==> config.mk <==
export PLATFORM = sky130hd
export DESIGN_NAME = const_stream
export DESIGN_NICKNAME = d
export VERILOG_FILES = /design/src/rtl/const_stream_pkg.sv /design/src/rtl/const_snap_regs.sv /design/src/rtl/const_stream.sv
export SDC_FILE = /design/constraint.sdc
export NUM_CORES = 1
export LEC_CHECK = 0
export CAP_MARGIN = 40
export CORE_AREA = 8 8 93 95
export DETAILED_ROUTE_END_ITERATION = 6
export DIE_AREA = 0 0 101 103
export GPL_ROUTABILITY_DRIVEN = 1
export PLACE_DENSITY = 0.71
export SLEW_MARGIN = 20
export SYNTH_ARGS = -nofsm -noshare
export SYNTH_HDL_FRONTEND = slang
export SYNTH_SLANG_ARGS = --single-unit
==> constraint.sdc <==
create_clock -name clk -period 3.8 [get_ports clk]
set_input_delay 0.76 -clock clk [delete_from_list [all_inputs] [get_ports clk]]
set_output_delay 0.76 -clock clk [all_outputs]
set_load 0.1 [all_outputs]
==> src/rtl/const_stream_pkg.sv <==
// const_pkg: shared constants and types for the const_stream block.
//   NUM_WORDS    number of snapshot data words per frame
//   IDX_*        word positions within a frame (checksum is the optional 7th)
//   state_e      streaming FSM states
//   cksum_of()   two's-complement checksum so a frame sums to 0 mod 256
package const_pkg;

  localparam int NUM_WORDS = 6;

  localparam logic [2:0] IDX_OT     = 3'd0;
  localparam logic [2:0] IDX_OF     = 3'd1;
  localparam logic [2:0] IDX_O1     = 3'd2;
  localparam logic [2:0] IDX_O2     = 3'd3;
  localparam logic [2:0] IDX_EXPAND = 3'd4;
  localparam logic [2:0] IDX_CUT    = 3'd5;
  localparam logic [2:0] IDX_CKSUM  = 3'd6;

  typedef enum logic [1:0] {
    IDLE = 2'd0,
    LOAD = 2'd1,
    SEND = 2'd2,
    DONE = 2'd3
  } state_e;

  // (256 - sum) mod 256 is just the 8-bit negation of the running sum.
  function automatic logic [7:0] cksum_of(input logic [7:0] sum);
    return 8'd0 - sum;
  endfunction

endpackage

==> src/rtl/const_snap_regs.sv <==
// const_snap_regs: 6x8 snapshot register file.
//   clk, rst      clock, synchronous active-high reset (clears all entries)
//   load          capture all six source values this edge
//   in_ot, in_of  1-bit sources, zero-extended to 8 bits on capture
//   in_o1..in_o_cut 8-bit sources, stored unchanged
//   rd_idx        combinational read index; indices >= NUM_WORDS read as 0
//   rd_data       selected word
module const_snap_regs
  import const_pkg::*;
(
  input  logic       clk,
  input  logic       rst,
  input  logic       load,
  input  logic       in_ot,
  input  logic       in_of,
  input  logic [7:0] in_o1,
  input  logic [7:0] in_o2,
  input  logic [7:0] in_o_expand,
  input  logic [7:0] in_o_cut,
  input  logic [2:0] rd_idx,
  output logic [7:0] rd_data
);

  logic [NUM_WORDS-1:0][7:0] snap_q, snap_d;

  always_comb begin
    snap_d = snap_q;
    if (load) begin
      snap_d[IDX_OT]     = {7'd0, in_ot};
      snap_d[IDX_OF]     = {7'd0, in_of};
      snap_d[IDX_O1]     = in_o1;
      snap_d[IDX_O2]     = in_o2;
      snap_d[IDX_EXPAND] = in_o_expand;
      snap_d[IDX_CUT]    = in_o_cut;
    end
  end

  always_ff @(posedge clk) begin
    if (rst) snap_q <= '0;
    else     snap_q <= snap_d;
  end

  // Out-of-range reads (the checksum slot) return 0 rather than aliasing.
  always_comb begin
    rd_data = 8'd0;
    for (int i = 0; i < NUM_WORDS; i++) begin
      if (rd_idx == 3'(i)) rd_data = snap_q[i];
    end
  end

endmodule

==> src/rtl/const_stream.sv <==
// const_stream: snapshots six constant sources on start and streams them as
// 8-bit words over valid/ready, optionally followed by a checksum word, for
// REPEAT frames per start.
//   clk, rst      clock, synchronous active-high reset
//   start         one-cycle request, ignored unless idle
//   in_*          constant sources (ot/of 1 bit, others 8 bit)
//   out_data      current word; out_valid/out_ready handshake
//   out_last      marks final word of each frame
//   out_idx       position of current word in frame
//   busy          high from LOAD through DONE inclusive
//   done          one-cycle pulse after final transfer of final frame
module const_stream
  import const_pkg::*;
#(
  parameter int CKSUM_EN = 1,
  parameter int REPEAT   = 1
) (
  input  logic       clk,
  input  logic       rst,
  input  logic       start,
  input  logic       in_ot,
  input  logic       in_of,
  input  logic [7:0] in_o1,
  input  logic [7:0] in_o2,
  input  logic [7:0] in_o_expand,
  input  logic [7:0] in_o_cut,
  output logic [7:0] out_data,
  output logic       out_valid,
  input  logic       out_ready,
  output logic       out_last,
  output logic [2:0] out_idx,
  output logic       busy,
  output logic       done
);

  localparam logic [2:0] LAST_IDX = (CKSUM_EN != 0) ? IDX_CKSUM : IDX_CUT;
  localparam logic [3:0] REPEAT_N = 4'(REPEAT);

  state_e     state_q, state_d;
  logic [2:0] idx_q, idx_d;
  logic [3:0] frame_q, frame_d;
  logic [7:0] sum_q, sum_d;
  logic [7:0] data_q, data_d;
  logic       last_q, last_d;

  logic       snap_load;
  logic [2:0] rd_idx;
  logic [7:0] rd_data;
  logic [2:0] idx_nxt;

  assign idx_nxt = idx_q + 3'd1;

  const_snap_regs u_snap (
    .clk         (clk),
    .rst         (rst),
    .load        (snap_load),
    .in_ot       (in_ot),
    .in_of       (in_of),
    .in_o1       (in_o1),
    .in_o2       (in_o2),
    .in_o_expand (in_o_expand),
    .in_o_cut    (in_o_cut),
    .rd_idx      (rd_idx),
    .rd_data     (rd_data)
  );

  // Output regs are loaded one cycle ahead: whenever a word is accepted (or
  // the frame starts) the next word is fetched and registered, so a new word
  // appears the cycle after each transfer and holds through any stall.
  // The checksum accumulates each data word as it is presented, so it is
  // complete by the time the checksum slot is reached.
  always_comb begin
    state_d   = state_q;
    idx_d     = idx_q;
    frame_d   = frame_q;
    sum_d     = sum_q;
    data_d    = data_q;
    last_d    = last_q;
    snap_load = 1'b0;
    rd_idx    = IDX_OT;

    case (state_q)
      IDLE: begin
        if (start) begin
          state_d   = LOAD;
          snap_load = 1'b1;
          frame_d   = 4'd0;
        end
      end

      LOAD: begin
        // Running sum restarts from zero with the first word folded in.
        state_d = SEND;
        idx_d   = IDX_OT;
        data_d  = rd_data;
        sum_d   = 8'd0 + rd_data;
        last_d  = 1'b0;
      end

      SEND: begin
        if (out_ready) begin
          if (idx_q == LAST_IDX) begin
            frame_d = frame_q + 4'd1;
            idx_d   = IDX_OT;
            last_d  = 1'b0;
            if (frame_q + 4'd1 >= REPEAT_N) begin
              state_d = DONE;
              data_d  = 8'd0;
            end else begin
              // Next frame reuses the same snapshot.
              data_d = rd_data;
              sum_d  = rd_data;
            end
          end else begin
            idx_d  = idx_nxt;
            last_d = (idx_nxt == LAST_IDX);
            if ((CKSUM_EN != 0) && (idx_nxt == IDX_CKSUM)) begin
              data_d = cksum_of(sum_q);
            end else begin
              rd_idx = idx_nxt;
              data_d = rd_data;
              sum_d  = sum_q + rd_data;
            end
          end
        end
      end

      DONE: state_d = IDLE;

      default: state_d = IDLE;
    endcase
  end

  always_ff @(posedge clk) begin
    if (rst) begin
      state_q <= IDLE;
      idx_q   <= 3'd0;
      frame_q <= 4'd0;
      sum_q   <= 8'd0;
      data_q  <= 8'd0;
      last_q  <= 1'b0;
    end else begin
      state_q <= state_d;
      idx_q   <= idx_d;
      frame_q <= frame_d;
      sum_q   <= sum_d;
      data_q  <= data_d;
      last_q  <= last_d;
    end
  end

  assign out_data  = data_q;
  assign out_idx   = idx_q;
  assign out_last  = last_q;
  assign out_valid = (state_q == SEND);
  assign busy      = (state_q != IDLE);
  assign done      = (state_q == DONE);

endmodule
==> results.sh, run 1 <==
export IMPL_seq_area_frac_synth_pct=34.5
export IMPL_design_portCount=53
export IMPL_synthSimpleGateAreaFrac_pct=28.6
export IMPL_most_frequent_cells_in_the_layout="nand2_1 (99), dfxtp_1 (58), a21oi_1 (52), clkdlybuf4s50_1 (49), nor2_1 (35)"
export IMPL_reg2reg_depth=14
export IMPL_cts_root_buffer="clkbuf_8"
export IMPL_final_period_minus_worst_setup_slack_ns=3.51
export IMPL_dp_cells=604
export IMPL_multi_input_comb_area_um2=2080
export IMPL_cts_resized=0
export IMPL_report_final_setup_viol=0
export IMPL_tritoncts_num_buffers=9
export IMPL_routed_via_count=3316
export IMPL_synth_top_flop_cell="dfxtp_1"
export IMPL_hp_class="register to register"
export IMPL_fillCellCount=638
export IMPL_grt_pass1_wl_um=15100
export IMPL_placement_io_buffers=52
export IMPL_drcViolationCount=0
export IMPL_total_power_uw=2380
export IMPL_whs_path_depth=2
export IMPL_syn_cell_area_um2=3480
export IMPL_detail_route_iter0_violations=125
export IMPL_setup_ws_ns=0.295
export IMPL_static_leakage_power_uw=0.00174
export IMPL_worst_slew_pin_slew_ns=0.722
export IMPL_postSynthRegisterBits=60
export IMPL_synthAdderAreaFrac_pct=7.04
export IMPL_htreeDepth=3
export IMPL_clk_latency_ns=0.35
export IMPL_rrSetupSlack_ns=0.36
export IMPL_detail_route_wl_per_cell_um=14.5
export IMPL_start_util_pct=48.8
export IMPL_max_cap_violations=0
export IMPL_worstSetupPathType="input port to register"
export IMPL_routabilityCongestion=0.896
export IMPL_cts_setup_buffers=0
export IMPL_muxShareOfSynthArea_pct=1.47
export IMPL_floorplan_die_height_um=103
export IMPL_rr_endpoint="sum_q[6]$_SDFFE_PP0P_"
export IMPL_slew_limit_headroom_pct=51.9
export IMPL_synth_compound_area_share_pct=19.5
export IMPL_grt_antenna_before_repair=0
export IMPL_reg2reg_from="out_idx[0]$_SDFFE_PP0P_"
export IMPL_post_synthesis_mean_instance_area_um2=7.74
export IMPL_outcome="complete, no violations"
export IMPL_ys_async_sr_fraction_pct=0
export IMPL_synthesis_nets=507
export IMPL_die_x_um=101
export IMPL_fin_util_pct=63.6
export IMPL_totalWireLength_um=9010
export IMPL_seqCellArea_um2=1200
export IMPL_area_delta_synth_final_pct=30.3
export IMPL_finalNetCount=573
export IMPL_crit_fanout=11
export IMPL_route_antenna_remaining_nets=0
export IMPL_grt_remaining_overflow=0
export IMPL_arrival_ns=3.73
export IMPL_post_layout_nonfiller_instances=620
export IMPL_first_global_vias=3233
export IMPL_drt_pre_antenna_iters=4
export IMPL_yosysWarnings=0
export IMPL_holdCritStartpoint="u_snap.snap_q[17]$_SDFFE_PP0P_"
export IMPL_combined_global_route_utilization_of_all_metal_layers_pct=18.1
export IMPL_cts_tree="done"
export IMPL_combinational_family_with_the_most_area_after_synthesis="simple AND/OR/NAND/NOR gates"
export IMPL_post_dp_hpwl_um=6780
export IMPL_die_area_um2=10400
export IMPL_final_max_slew_viol_count=0
export IMPL_hold_path_end="u_snap.snap_q[17]$_SDFFE_PP0P_"
export IMPL_grt_max_degree=41
export IMPL_total_clock_sinks=60
export IMPL_drive_above_1_share_pct=13.6
export IMPL_cts_clk_slew_worst_paths_ns=0.07
export IMPL_netlist_instances=450
export IMPL_cp_required_ns=4.03
export IMPL_avgViaCountPerCell=5.35
export IMPL_layout_cells_most_common="nand2_1"
export IMPL_cts_hold_buffers=0
export IMPL_hold_viol=0
export IMPL_startpoint_type="input port"
export IMPL_maxClockFrequency_mhz=285
export IMPL_synth_enable_flop_cells=0
export IMPL_finalCritPeriodShare_pct=92.2
export IMPL_placement_setup_worst_slack_ns=-0.0776
export IMPL_worst_setup_path_end_kind="register"
export IMPL_grt_setup_unrepaired="false"
export IMPL_cts_max_path_buffers=2
export IMPL_vdd_ir_drop_worst_mv=0.229
export IMPL_power_density_nw_per_um2=524
export IMPL_std_cell_rows=31
export IMPL_num_antenna_cells=0
export IMPL_fin_worst_skew_ns=0.0113
export IMPL_post_synth_xor_area_fraction_pct=2.51
export IMPL_area_of_the_core_um2=7140
export IMPL_netlist_cell_type_count=61
## worst max-delay path by stage
stage,end,start,depth (start not counted)
3_5_place_dp,sum_q[7]$_SDFFE_PP0P_,out_ready,14
2_1_floorplan,sum_q[6]$_SDFFE_PP0P_,out_idx[0]$_SDFFE_PP0P_,16
5_1_grt,sum_q[7]$_SDFFE_PP0P_,out_ready,14
6_report,sum_q[7]$_SDFFE_PP0P_,out_ready,15
4_1_cts,sum_q[7]$_SDFFE_PP0P_,out_ready,15
3_3_place_gp,sum_q[6]$_SDFFE_PP0P_,out_ready,14
## cells by family after synthesis
family                     count (synthesis)
adders and majority gates                 19
xor gates and xnor gates                  10
and+or+nand+nor                          209
DFF                                       60
buffers and inverters                     44
muxes                                      5
AOI/OAI and AO/OA                        103
## cell type report
| class | count | area share, % |
|---|---|---|
| Tap cell | 99 | 2.73 |
| Timing Repair Buffer | 81 | 19.2 |
| Sequential cell | 60 | 26.5 |
| Inverter | 18 | 1.49 |
| Clock inverter | 6 | 1.43 |
| Clock buffer | 10 | 2.81 |
| Multi-Input combinational cell | 346 | 45.8 |
## flip-flops by register name, indices dropped and copies added, names as in the netlist
| register | flops |
|---|---|
| frame_q | 4 |
| out_data | 8 |
| out_idx | 3 |
| out_last | 1 |
| state_q | 2 |
| sum_q | 8 |
| u_snap.snap_q | 34 |
## worst max-delay path: stages
cell	delay, ns
clkdlybuf4s50_1	0.55
and3b_1	0.28
o211ai_1	0.16
buf_4	0.21
nor2_1	0.09
a31oi_1	0.07
a21oi_2	0.18
inv_1	0.07
ha_1	0.34
nand3_1	0.11
o211ai_1	0.10
o41a_1	0.37
and2b_1	0.17
a32oi_1	0.18
nand3_1	0.09
## stage by stage
step,TNS [ns],instance area [µm²],hold slack [ns]
6_report,0,4540,0.456
3_3_place_gp,0,4080,0.444
5_1_grt,0,4540,0.482
3_5_place_dp,-0.0934,4330,0.447
4_1_cts,0,4520,0.457
2_1_floorplan,0,3490,0.432
## cells in the mapped netlist, types with 2 or more instances
library cell,count,area share (%)
a21oi_1,55,7.9
dfxtp_1,60,34
xor2_1,2,0.50
and3b_1,3,0.75
nor3_1,16,2.3
nor2_1,35,3.8
a31oi_1,11,2.0
nand3b_1,5,1.1
mux2i_1,4,1.1
a211oi_2,3,1.1
nand2b_1,3,0.54
ha_1,18,6.5
a21boi_0,2,0.43
nand2_1,99,11
nand4_1,8,1.4
clkbuf_1,14,1.5
buf_4,2,0.43
and2_1,3,0.54
a21o_1,4,0.86
a221oi_1,4,1.0
o211ai_1,2,0.43
o21ai_0,5,0.72
buf_2,3,0.43
o21bai_1,2,0.43
nor3b_2,2,0.72
xnor2_1,8,2.0
inv_1,18,1.9
buf_6,4,1.3
nand3_1,18,2.6
a32oi_1,3,0.75
nor3_2,2,0.57
nor4b_1,2,0.50
a22oi_1,2,0.43
## routing by layer
| metal | global-route usage, % | share of wire, % |
|---|---|---|
| met2 | 31.8 | 50 |
| met1 | 20.9 | 44 |
| met4 | 8.02 | 1.8 |
| met3 | 3.71 | 4.0 |
| met5 | 0 | 0 |
## report_power, final
group | leakage, µW | total (µW) | switching (µW) | internal (µW)
logic | 0.00117 | 1020 | 668 | 355
registers | 0.000490 | 784 | 63.6 | 721
clock network | 0.0000845 | 570 | 269 | 301
total | 0.00174 | 2380 | 1000 | 1380
Note: power is estimated with default switching activity, not from simulation.
==> run 2: changes to the inputs <==
--- a/config.mk
+++ b/config.mk
@@ -6,11 +6,12 @@
 export NUM_CORES = 1
 export LEC_CHECK = 0
 export CAP_MARGIN = 40
-export CORE_AREA = 8 8 93 95
+export CORE_AREA = 8 8 98 100
 export DETAILED_ROUTE_END_ITERATION = 6
-export DIE_AREA = 0 0 101 103
+export DIE_AREA = 0 0 106 108
 export GPL_ROUTABILITY_DRIVEN = 1
-export PLACE_DENSITY = 0.71
+export GPL_TIMING_DRIVEN = 0
+export PLACE_DENSITY = 0.65
 export SLEW_MARGIN = 20
 export SYNTH_ARGS = -nofsm -noshare
 export SYNTH_HDL_FRONTEND = slang
==> run 2 against run 1 <==
- setup slack worse by 0.063 ns
- critical path depth stayed put
- cell count is 2.9% higher
- clock power is 2% higher
- largest cell class unchanged
- highest routed layer unchanged
==> results.sh, run 2 (same netlist as run 1, synthesis figures left out) <==
export IMPL_cts_tree="done"
export IMPL_cts_clk_slew_worst_paths_ns=0.08
export IMPL_worstPathCellList="inv_1 > ha_1 > and2_2 > o211ai_1 > buf_2 > a31oi_2 > a21oi_2 > inv_1 > ha_1 > a21oi_1 > o211ai_1 > o41a_1 > and2b_1 > a32oi_1 > nand3_1"
export IMPL_die_area_um2=11400
export IMPL_cp_slowest_cell="dfxtp_4"
export IMPL_avgViaCountPerCell=5.26
export IMPL_cts_max_path_buffers=2
export IMPL_report_final_setup_viol=0
export IMPL_start_util_pct=43.3
export IMPL_final_period_minus_worst_setup_slack_ns=3.57
export IMPL_max_cap_violations=0
export IMPL_num_antenna_cells=0
export IMPL_area_of_the_core_um2=8050
export IMPL_tritoncts_num_buffers=9
export IMPL_route_antenna_remaining_nets=0
export IMPL_startpoint_type="register"
export IMPL_clk_latency_ns=0.35
export IMPL_fin_hold_ws_ns=0.458
export IMPL_crit_fanout=10
export IMPL_path_depth=15
export IMPL_post_dp_hpwl_um=7220
export IMPL_floorplan_die_height_um=108
export IMPL_worst_setup_path_end_kind="register"
export IMPL_crit_path_start="out_idx[0]$_SDFFE_PP0P_"
export IMPL_worstSetupPathType="register to register"
export IMPL_most_frequent_cells_in_the_layout="nand2_1 (99), dfxtp_1 (58), a21oi_1 (53), clkdlybuf4s50_1 (51), nor2_1 (35)"
export IMPL_totalWireLength_um=9310
export IMPL_fin_worst_skew_ns=0.0116
export IMPL_grt_max_degree=13
export IMPL_fin_setup_tns_ns=0
export IMPL_critical_path_top_delay_family="compound AO/OA/AOI/OAI gates"
export IMPL_detail_route_wl_per_cell_um=14.6
export IMPL_finalCritPeriodShare_pct=93.9
export IMPL_largest_register="u_snap.snap_q"
export IMPL_routed_via_count=3357
export IMPL_power_density_nw_per_um2=529
export IMPL_cts_root_buffer="clkbuf_8"
export IMPL_static_leakage_power_uw=0.00175
export IMPL_area_delta_synth_final_pct=31.8
export IMPL_final_max_slew_viol_count=0
export IMPL_combined_global_route_utilization_of_all_metal_layers_pct=16.9
export IMPL_worst_slew_pin_slew_ns=0.681
export IMPL_placement_setup_worst_slack_ns=-0.290
export IMPL_htreeDepth=3
export IMPL_maxClockFrequency_mhz=280
export IMPL_vdd_ir_drop_worst_mv=0.213
export IMPL_setup_ws_ns=0.232
export IMPL_std_cell_rows=33
export IMPL_drcViolationCount=0
export IMPL_design_portCount=53
export IMPL_hp_class="register to register"
export IMPL_grt_remaining_overflow=0
export IMPL_hold_viol=0
export IMPL_routabilityCongestion=0.914
export IMPL_grt_setup_unrepaired="false"
export IMPL_fillCellCount=786
export IMPL_cp_required_ns=4.03
export IMPL_layout_cells_most_common="nand2_1"
export IMPL_cp_slowest_stage_delay_ns=0.41
export IMPL_cp_buffers_inverters=3
export IMPL_reg2reg_from="out_idx[0]$_SDFFE_PP0P_"
export IMPL_outcome="complete, no violations"
export IMPL_grt_antenna_before_repair=0
export IMPL_grt_pass1_wl_um=15700
export IMPL_drt_pre_antenna_iters=4
export IMPL_holdCritStartpoint="out_last$_SDFFE_PP0P_"
export IMPL_finalNetCount=585
export IMPL_slew_limit_headroom_pct=54.4
export IMPL_largest_register_ff_count=34
export IMPL_placement_io_buffers=52
export IMPL_seqCellArea_um2=1210
export IMPL_die_x_um=106
export IMPL_multi_input_comb_area_um2=2080
export IMPL_detail_route_iter0_violations=168
export IMPL_first_global_vias=3271
export IMPL_arrival_ns=3.80
export IMPL_total_clock_sinks=60
export IMPL_whs_path_depth=2
export IMPL_drive_above_1_share_pct=12.4
export IMPL_reg2reg_depth=15
run 2: changes by cell type in the layout (fill, tap and decap cells not counted), moves of 2 or more:
cell,before,now
buf_2,1,3
buf_8,11,15
buf_4,17,2
buf_16,3,0
clkbuf_1,1,14
buf_6,0,4
clkdlybuf4s50_1,49,51
run 2: cell type report:
cell class                      count  share of cell area [%]
Multi-Input combinational cell    346                    45.4
Sequential cell                    60                    26.3
Timing Repair Buffer               67                    16.3
Buffer                             26                    3.38
Tap cell                          105                    2.86
Clock buffer                        9                    2.70
Clock inverter                      7                    1.64
Inverter                           18                    1.47
run 2: worst min-delay path, stage by stage, from the launching register on:
cell and delay (ns):
dfxtp_1 0.31, nand2_1 0.05, a21oi_1 0.05
run 2: power breakdown:
| part | leakage (µW) | switching [µW] | internal (µW) |
|---|---|---|---|
| combinational | 0.00117 | 690 | 375 |
| clock | 0.0000918 | 277 | 304 |
| sequential | 0.000491 | 62.0 | 721 |
run 2: routing by layer:
metal	vias to the layer above	track usage [%]	wire (µm)
li1	1726	-	-
met1	1533	20.1	4230
met2	78	29.1	4490
met3	20	3.99	416
met4	0	6.53	174
met5	-	0	0
run 2: path summary, 6_finish.rpt:
check	endpoint	slack, ns
worst max-delay path	sum_q[7]$_SDFFE_PP0P_	0.23
worst min-delay path	out_last$_SDFFE_PP0P_	0.46
worst max register to register	sum_q[7]$_SDFFE_PP0P_	0.23
worst min register to register	out_last$_SDFFE_PP0P_	0.46
run 2: through the flow:
stage / power (µW) / cells / utilization (%) / cell area (µm²)
final: 2430 / 638 / 57.0 / 4590
after global routing: 2580 / 638 / 57.0 / 4590
after CTS: 2450 / 638 / 56.7 / 4560
after detailed placement: 1870 / 622 / 54.2 / 4370
after global placement: 1750 / 607 / 51.4 / 4140
after floorplan: 1500 / 450 / - / 3490
run 2: timing repair:
action / CTS / global route
gates resized for setup: 0 / 7
buffers inserted: 0 / 0
hold buffers: 0 / 0
endpoints found under the setup margin: 0 / 2
hold endpoints to repair: 0 / 0
